===== src/rtl/ahb_rambus_bridge.sv =====
// AHB-Lite to 16-bit RamBus bridge; each half costs SETUP + STROBE_CYCLES + HOLD (4/8 cycles halfword/word), HREADYOUT low until the final HOLD.
// Optional RAMBUS_WAIT_EN: RamBusWait stretches the last STROBE cycle; a 16-cycle watchdog ends a stuck access with ERROR.
module ahb_rambus_bridge #(
    parameter int ADDR_WIDTH    = 10,
    parameter int STROBE_CYCLES = 2
) (
    input  logic                  clk,
    input  logic                  rst,
    input  logic                  HSEL,
    input  logic [31:0]           HADDR,
    input  logic [1:0]            HTRANS,
    input  logic                  HWRITE,
    input  logic [2:0]            HSIZE,
    input  logic                  HREADY,
    input  logic [31:0]           HWDATA,
    output logic [31:0]           HRDATA,
    output logic                  HREADYOUT,
    output logic                  HRESP,
    output logic [ADDR_WIDTH-1:0] RamBusAddress,
    output logic                  RamBusnCs,
    output logic                  RamBusWE,
    output logic                  RamBusOE,
    output logic [15:0]           RamBusDataOut,
    input  logic [15:0]           RamBusDataIn,
`ifdef RAMBUS_WAIT_EN
    input  logic                  RamBusWait,
`endif
    output logic                  RamBusDataOe
);
    localparam int CW = (STROBE_CYCLES > 1) ? $clog2(STROBE_CYCLES) : 1;

    typedef enum logic [2:0] {IDLE, SETUP, STROBE, HOLD, ERR1, ERR2} state_t;

    state_t              state, nextState;
    logic [CW-1:0]       strbCnt;
    logic [ADDR_WIDTH:0] addrReg;
    logic                isWrite, isWord, secondHalf;
    logic [31:0]         wdataReg, wsrc;
    logic [15:0]         rdLow;
    logic                accept, legal, lastStrobe, stretch, timeout, sampleNow, finalHold;
    logic                unusedBits;

    assign unusedBits = &{1'b0, HADDR[31:ADDR_WIDTH+1], HTRANS[0]};

    assign legal      = (HSIZE == 3'd2 && HADDR[1:0] == 2'b00) || (HSIZE == 3'd1 && !HADDR[0]);
    assign accept     = HSEL && HREADY && HTRANS[1] && HREADYOUT;
    assign lastStrobe = (state == STROBE) && (strbCnt == CW'(STROBE_CYCLES - 1));
    assign finalHold  = (state == HOLD) && !(isWord && !secondHalf);
    assign sampleNow  = lastStrobe && !stretch;

`ifdef RAMBUS_WAIT_EN
    logic [3:0] waitCnt;
    assign stretch = lastStrobe && RamBusWait;
    assign timeout = stretch && (waitCnt == 4'd15);

    always_ff @(posedge clk) begin
        if (rst || state != STROBE) waitCnt <= '0;
        else if (stretch)           waitCnt <= waitCnt + 1'b1;
    end
`else
    assign stretch = 1'b0;
    assign timeout = 1'b0;
`endif

    always_comb begin
        nextState = state;
        case (state)
            IDLE, ERR2: nextState = accept ? (legal ? SETUP : ERR1) : IDLE;
            ERR1:       nextState = ERR2;
            SETUP:      nextState = STROBE;
            STROBE: begin
                if (timeout)        nextState = ERR1;
                else if (sampleNow) nextState = HOLD;
            end
            // Final HOLD doubles as the next address phase, so pipelined accesses keep nCs low.
            HOLD: begin
                if (!finalHold)  nextState = SETUP;
                else if (accept) nextState = legal ? SETUP : ERR1;
                else             nextState = IDLE;
            end
            default:    nextState = IDLE;
        endcase
    end

    always_comb begin
        HREADYOUT    = 1'b0;
        HRESP        = 1'b0;
        RamBusnCs    = 1'b1;
        RamBusWE     = 1'b0;
        RamBusOE     = 1'b0;
        RamBusDataOe = 1'b0;
        case (state)
            IDLE:  HREADYOUT = 1'b1;
            ERR1:  HRESP = 1'b1;
            ERR2: begin
                HREADYOUT = 1'b1;
                HRESP     = 1'b1;
            end
            SETUP: begin
                RamBusnCs    = 1'b0;
                RamBusDataOe = isWrite;
            end
            STROBE: begin
                RamBusnCs    = 1'b0;
                RamBusDataOe = isWrite;
                RamBusWE     = isWrite;
                RamBusOE     = !isWrite;
            end
            HOLD: begin
                RamBusnCs    = 1'b0;
                RamBusDataOe = isWrite;
                HREADYOUT    = finalHold;
            end
            default: ;
        endcase
    end

    // HWDATA only becomes valid in the first data-phase cycle, so SETUP of the first half drives it straight through.
    assign wsrc          = (state == SETUP && !secondHalf && isWrite) ? HWDATA : wdataReg;
    assign RamBusDataOut = (isWord ? secondHalf : addrReg[1]) ? wsrc[31:16] : wsrc[15:0];
    assign RamBusAddress = isWord ? {addrReg[ADDR_WIDTH:2], secondHalf} : addrReg[ADDR_WIDTH:1];

    always_ff @(posedge clk) begin
        if (rst) begin
            state      <= IDLE;
            strbCnt    <= '0;
            addrReg    <= '0;
            isWrite    <= 1'b0;
            isWord     <= 1'b0;
            secondHalf <= 1'b0;
            wdataReg   <= '0;
            rdLow      <= '0;
            HRDATA     <= '0;
        end else begin
            state <= nextState;
            if (state == STROBE && !lastStrobe) strbCnt <= strbCnt + 1'b1;
            else if (state != STROBE)           strbCnt <= '0;
            if (accept && legal) begin
                addrReg    <= HADDR[ADDR_WIDTH:0];
                isWrite    <= HWRITE;
                isWord     <= (HSIZE == 3'd2);
                secondHalf <= 1'b0;
            end else if (state == HOLD && !finalHold) begin
                secondHalf <= 1'b1;
            end
            if (state == SETUP && !secondHalf && isWrite) wdataReg <= HWDATA;
            // Low half is parked so HRDATA changes only when the whole read completes.
            if (sampleNow && !isWrite) begin
                if (!isWord)         HRDATA <= {RamBusDataIn, RamBusDataIn};
                else if (!secondHalf) rdLow <= RamBusDataIn;
                else                 HRDATA <= {RamBusDataIn, rdLow};
            end
        end
    end
endmodule


===== config.mk =====
export PLATFORM = sky130hd
export DESIGN_NAME = ahb_rambus_bridge
export DESIGN_NICKNAME = d
export VERILOG_FILES = /design/src/rtl/ahb_rambus_bridge.sv
export SDC_FILE = /design/constraint.sdc
export NUM_CORES = 1
export LEC_CHECK = 0
export CAP_MARGIN = 20
export CORE_MARGIN = 2
export CORE_UTILIZATION = 37
export DETAILED_ROUTE_END_ITERATION = 8
export GPL_ROUTABILITY_DRIVEN = 0
export PLACE_DENSITY = 0.66
export SYNTH_ARGS = -nofsm -noshare
export SYNTH_HDL_FRONTEND = slang
export SYNTH_SLANG_ARGS = --single-unit

===== constraint.sdc =====
create_clock -name clk -period 2.5 [get_ports clk]
set_input_delay 0.5 -clock clk [delete_from_list [all_inputs] [get_ports clk]]
set_output_delay 0.5 -clock clk [all_outputs]
set_load 0.01 [all_outputs]

# After elaboration in Yosys (flattened, before gate mapping)
# Cells that the tools add are included.
dict set report totals {
  memories 0
  romBits 0
  inputBits 90
  reg_bits 98
  wordCells 70
  mem_bits_rw 0
  out_inout_bits 64
  latch_bits 0
}
dict set report op_classes {
  multipliers 0
  bitwise_logic 1
  n_addsub 1
  n_mux 19
  eq_ne 10
  div_mod_pow 0
  reduce_logical 30
  n_shift 0
  order_cmp 0
}
# op count
set op_table {}
lappend op_table {{32-bit 2-to-1 mux} 3}
lappend op_table {{16-bit 2-to-1 mux} 1}
lappend op_table {{3-bit one-hot mux with 5 select lines} 1}
lappend op_table {{1-bit logical AND} 14}
lappend op_table {{3-bit 2-to-1 mux} 4}
lappend op_table {{3-bit by 2-bit equality test with 1-bit output, second input constant} 3}
lappend op_table {{1-bit 2-to-1 mux} 9}
lappend op_table {{3-bit by 1-bit equality test with 1-bit output, second input constant} 2}
lappend op_table {{3-bit equality test, second input constant} 2}
lappend op_table {{1-bit zero test} 6}
lappend op_table {{2-bit OR reduction} 3}
lappend op_table {{3-bit zero test} 1}
lappend op_table {{3-bit by 2-bit inequality test with 1-bit output, second input constant} 1}
lappend op_table {{3-bit AND reduction} 1}
lappend op_table {{3-bit OR reduction} 1}
lappend op_table {{2-bit zero test} 1}
lappend op_table {{2-bit by 1-bit inequality test with 1-bit output, second input constant} 1}
lappend op_table {{2-bit inequality test, second input constant} 1}
lappend op_table {{1-bit one-hot mux with 2 select lines} 1}
lappend op_table {{2-bit AND reduction} 1}
lappend op_table {{2-bit nonzero test} 1}
lappend op_table {{1-bit adder, second input constant} 1}
lappend op_table {{1-bit logical OR} 1}
lappend op_table {{1-bit NOT} 1}

# Depth between registers and ports, before layout
dict set report logic_depth {
  word_depth 9
  depth_mapped 7
}

# Worst setup path before layout
# OpenSTA, ideal clock, no wires.
dict set report synth_path {
  path_type {flip-flop to output port}
  start {register isWord}
  end {output port RamBusDataOut[10]}
  path_stages_with_launch 6
  slack_ns 0.564
  t_arrival_ns 1.436
  path_cell_list {dfxtp_1 buf_2 mux2i_1 inv_2 buf_2 mux2i_1}
}
dict set report synth_between {
  elab_chain_cells 2
}
# item line
set synth_rtl {}
lappend synth_rtl {{start: declaration} 37} ;# logic isWrite, isWord, secondHalf;
lappend synth_rtl {{start signal: assignment} 141} ;# isWord <= (HSIZE == 3'd2);
lappend synth_rtl {{1-bit 2-to-1 mux} 120} ;# assign RamBusDataOut = (isWord ? secondHalf : addrReg[1]) ? wsrc[31:16] : wsrc[15:0];
lappend synth_rtl {{16-bit 2-to-1 mux} 120}
lappend synth_rtl {{end: declaration} 23} ;# output logic [15:0] RamBusDataOut,
# No other way between the ends.

# Worst setup path after layout
dict set report layout_path {
  start {register state[1]}
  end {output port RamBusDataOut[10]}
}
dict set report layout_between {
  elab_chain_cells 5
}
# item line
set layout_rtl {}
lappend layout_rtl {{start: declaration} 34} ;# state_t state, nextState;
lappend layout_rtl {{start signal: assignment} 135} ;# state <= nextState;
lappend layout_rtl {{3-bit by 1-bit equality test with 1-bit output} 119} ;# assign wsrc = (state == SETUP && !secondHalf && isWrite) ? HWDATA : wdataReg;
lappend layout_rtl {{1-bit logical AND (2 in a row)} 119}
lappend layout_rtl {{32-bit 2-to-1 mux} -}
lappend layout_rtl {{16-bit 2-to-1 mux} 120}
# No other way between the ends.

==> results.toml <==
[clock_network]
cts.clk_slew.worst_paths_ns = 0.10
clock_path_buffers = 2
numClockSinks = 97
insertion_delay_ns = 0.36
numCtsBuffers = 9
cts_tree = "built"
cts_max_level = 3
ctsHoldBuffers = 0
clock-root-buffer = "clkbuf_8"

[route]
vias = 3347
ant_nets = 0
vias_per_cell = 4.761
wl_per_cell_microns = 13.66
drc_errors = 0
drtPass1Iterations = 5
wl_microns = 9603
drt_iter0_drc = 115

[yosys]
yosysTopAreaCell = "dfxtp_1"
avgSynthCellArea_sq_um = 9.342
synth_nets = 527
ys_warn_count = 0
synth_cells = 437
seq_area_frac_synth_pct = 47.56
synth_area_leaders = "dfxtp_1 48%, mux2i_1 19%, nand2_1 6.0%"
yosys.area.top_type_share_pct = 47.56
ys_ff_latch = 97
yosysUniqueCellTypes = 34
netlist_area_sq_um = 4083

[power]
power_frac_comb_pct = 8.5
swShare_pct = 22.32
power.share.clock_pct = 38.7
power_switching_w = 0.0006587
intPower_w = 0.002293
ir_drop_v = 0.0002807
power_density_nw_per_um2 = 506.0
p_leak_nw = 1.998
sequentialPowerShare_pct = 52.8

[cells_and_area]
final_common_cell = "clkdlybuf4s50_1"
final_cells = 703
fin_nets = 648
layout_common_cells = "113 x clkdlybuf4s50_1, 95 x dfxtp_1, 65 x nand2_1"
fin_util_pct = 54.05
diodes = 0
area_delta_synth_final_pct = 42.87
drive_gt1_share_pct = 11.72

[sta]
skew_ns = 0.01112
slew_headroom_pct = 55.29
rsz0062_at_grt = "yes"
period_share_pct = 98.46
setup_viol = 0
max_freq_mhz = 406.2
finalMaxSlewViolations = 0
tightest_slew_ns = 0.6687
hold_viol = 0
min_period_ns = 2.462

[critical_path]
path_class = "flop to output pin"
crit_required_ns = 2.00
cp.arrival_ns = 1.96
path_max_fanout = 13
start_kind = "flop"
cp-end-kind = "output pin"

[status]
outcome = "finished clean"

[grt]
grt_util_all_layers_pct = 16.21
grt_first_pass_wirelength_microns = 15230
grt_max_degree = 71
grt-ovfl-total = 0
antenna_found_initial = 0
first_global_vias = 3305

[die]
io_pins = 154
row_count = 38
core_area_sq_um = 10790
die_area_sq_um = 11890
fp.dieH_microns = 109.0
dieWidth_microns = 109.0
initial_core_util_pct = 37.83

[place]
placed_cells = 678
io_buffers = 131
dp_hpwl_microns = 6564

[hold_path]
hold_class = "flop to flop"

[job]
drv_cap = 0
## synth_stat cells
master	n
a21oi_1	34
inv_1	2
xor2_1	1
nor3b_1	1
a211oi_1	16
and3_1	3
o31a_1	1
nand3_1	2
nor2_1	52
buf_2	5
nand2_1	65
and4_1	1
nand3b_1	1
nand2b_1	24
and2b_2	1
and3b_1	1
a31oi_1	1
or4b_2	1
a41oi_1	1
buf_4	17
dfxtp_1	97
buf_6	3
inv_2	1
buf_12	1
nor4b_4	1
clkbuf_2	1
clkbuf_1	14
xnor2_1	1
o21ai_0	3
mux2i_1	77
nor2b_1	2
o22ai_2	1
nor3_1	4
nor3_2	1
## worst max-delay path, cell delays in order (launching register included)
cell and delay, ns:
dfxtp_1 0.33, nor2_1 0.10, and4_4 0.31, buf_12 0.19, mux2i_2 0.26, mux2i_1 0.10, dlygate4sd2_1 0.31
## cell families after synthesis
| logic type | Yosys count | synth area share (%) |
|---|---|---|
| multiplexers | 77 | 18.88 |
| buffers and inverters | 44 | 6.742 |
| XOR/XNOR | 2 | 0.4291 |
| AO/OA/AOI/OAI | 57 | 8.367 |
| AND/OR/NAND/NOR | 160 | 18.02 |
| flip-flops | 97 | 47.56 |
## sequential cells by signal, summed over array words and instances (netlist names)
signal	count
HRDATA	32
wdataReg	32
state	3
secondHalf	1
addrReg	10
isWord	1
rdLow	16
isWrite	1
strbCnt	1
## layout make-up
cell class                      count  area (sq um)
Clock inverter                      5         78.83
Clock buffer                       11         141.4
Tap cell                          140         175.2
Timing Repair Buffer              151          1508
Multi-Input combinational cell    296          1974
Fill cell                        1025          4960
Inverter                            3         11.26
Sequential cell                    97          1944
## worst paths after layout
check / from / end / slack (ns) / cells after the start
min: rdLow[0] / rdLow[0] / 0.46 / 2
max reg2reg: isWord / rdLow[2] / 0.65 / 5
max: state[1] / RamBusDataOut[10] / 0.04 / 6
min reg2reg: rdLow[0] / rdLow[0] / 0.46 / 2
## metal layers
metal | part of all wire, % | vias up | routed length [microns] | GRT usage (%)
met5 | 0 | - | 0 | 0
met4 | 1.1 | 0 | 106 | 5.495
li1 | - | 1696 | - | -
met3 | 8.2 | 10 | 790 | 6.037
met2 | 46 | 99 | 4392 | 26.89
met1 | 45 | 1542 | 4314 | 19.26
## timing repair
| action | CTS | global route |
|---|---|---|
| endpoints found under the setup margin | 16 | 10 |
| cloned | 0 | 1 |
| resized for setup | 31 | 20 |
| buffers inserted | 5 | 3 |
## power groups by stage
stage	Combinational (W)	Sequential, W	Clock, W
finish	0.000252	0.00156	0.00114
global route	0.000273	0.00156	0.00123
CTS	0.000252	0.00156	0.00116
detailed placement	0.000248	0.00159	0
global placement	0.000244	0.00159	0
floorplan	0.0000941	0.00159	0
## metrics by stage
stage                     setup TNS, ns  hold WS, ns  instance area, sq um  setup WS [ns]  total power, W
after floorplan                       0       0.4360                  4083         0.5640        0.001688
after global placement                0       0.4406                  5436         0.1924        0.001836
after detailed placement              0       0.4461                  5436         0.1664        0.001842
after CTS                       -0.1151       0.4595                  5720        -0.1151        0.002974
after global routing            -0.3455       0.4724                  5833       -0.05681        0.003059
final                                 0       0.4588                  5833        0.03841        0.002952
No activity file was read; power rests on OpenSTA's default activity.
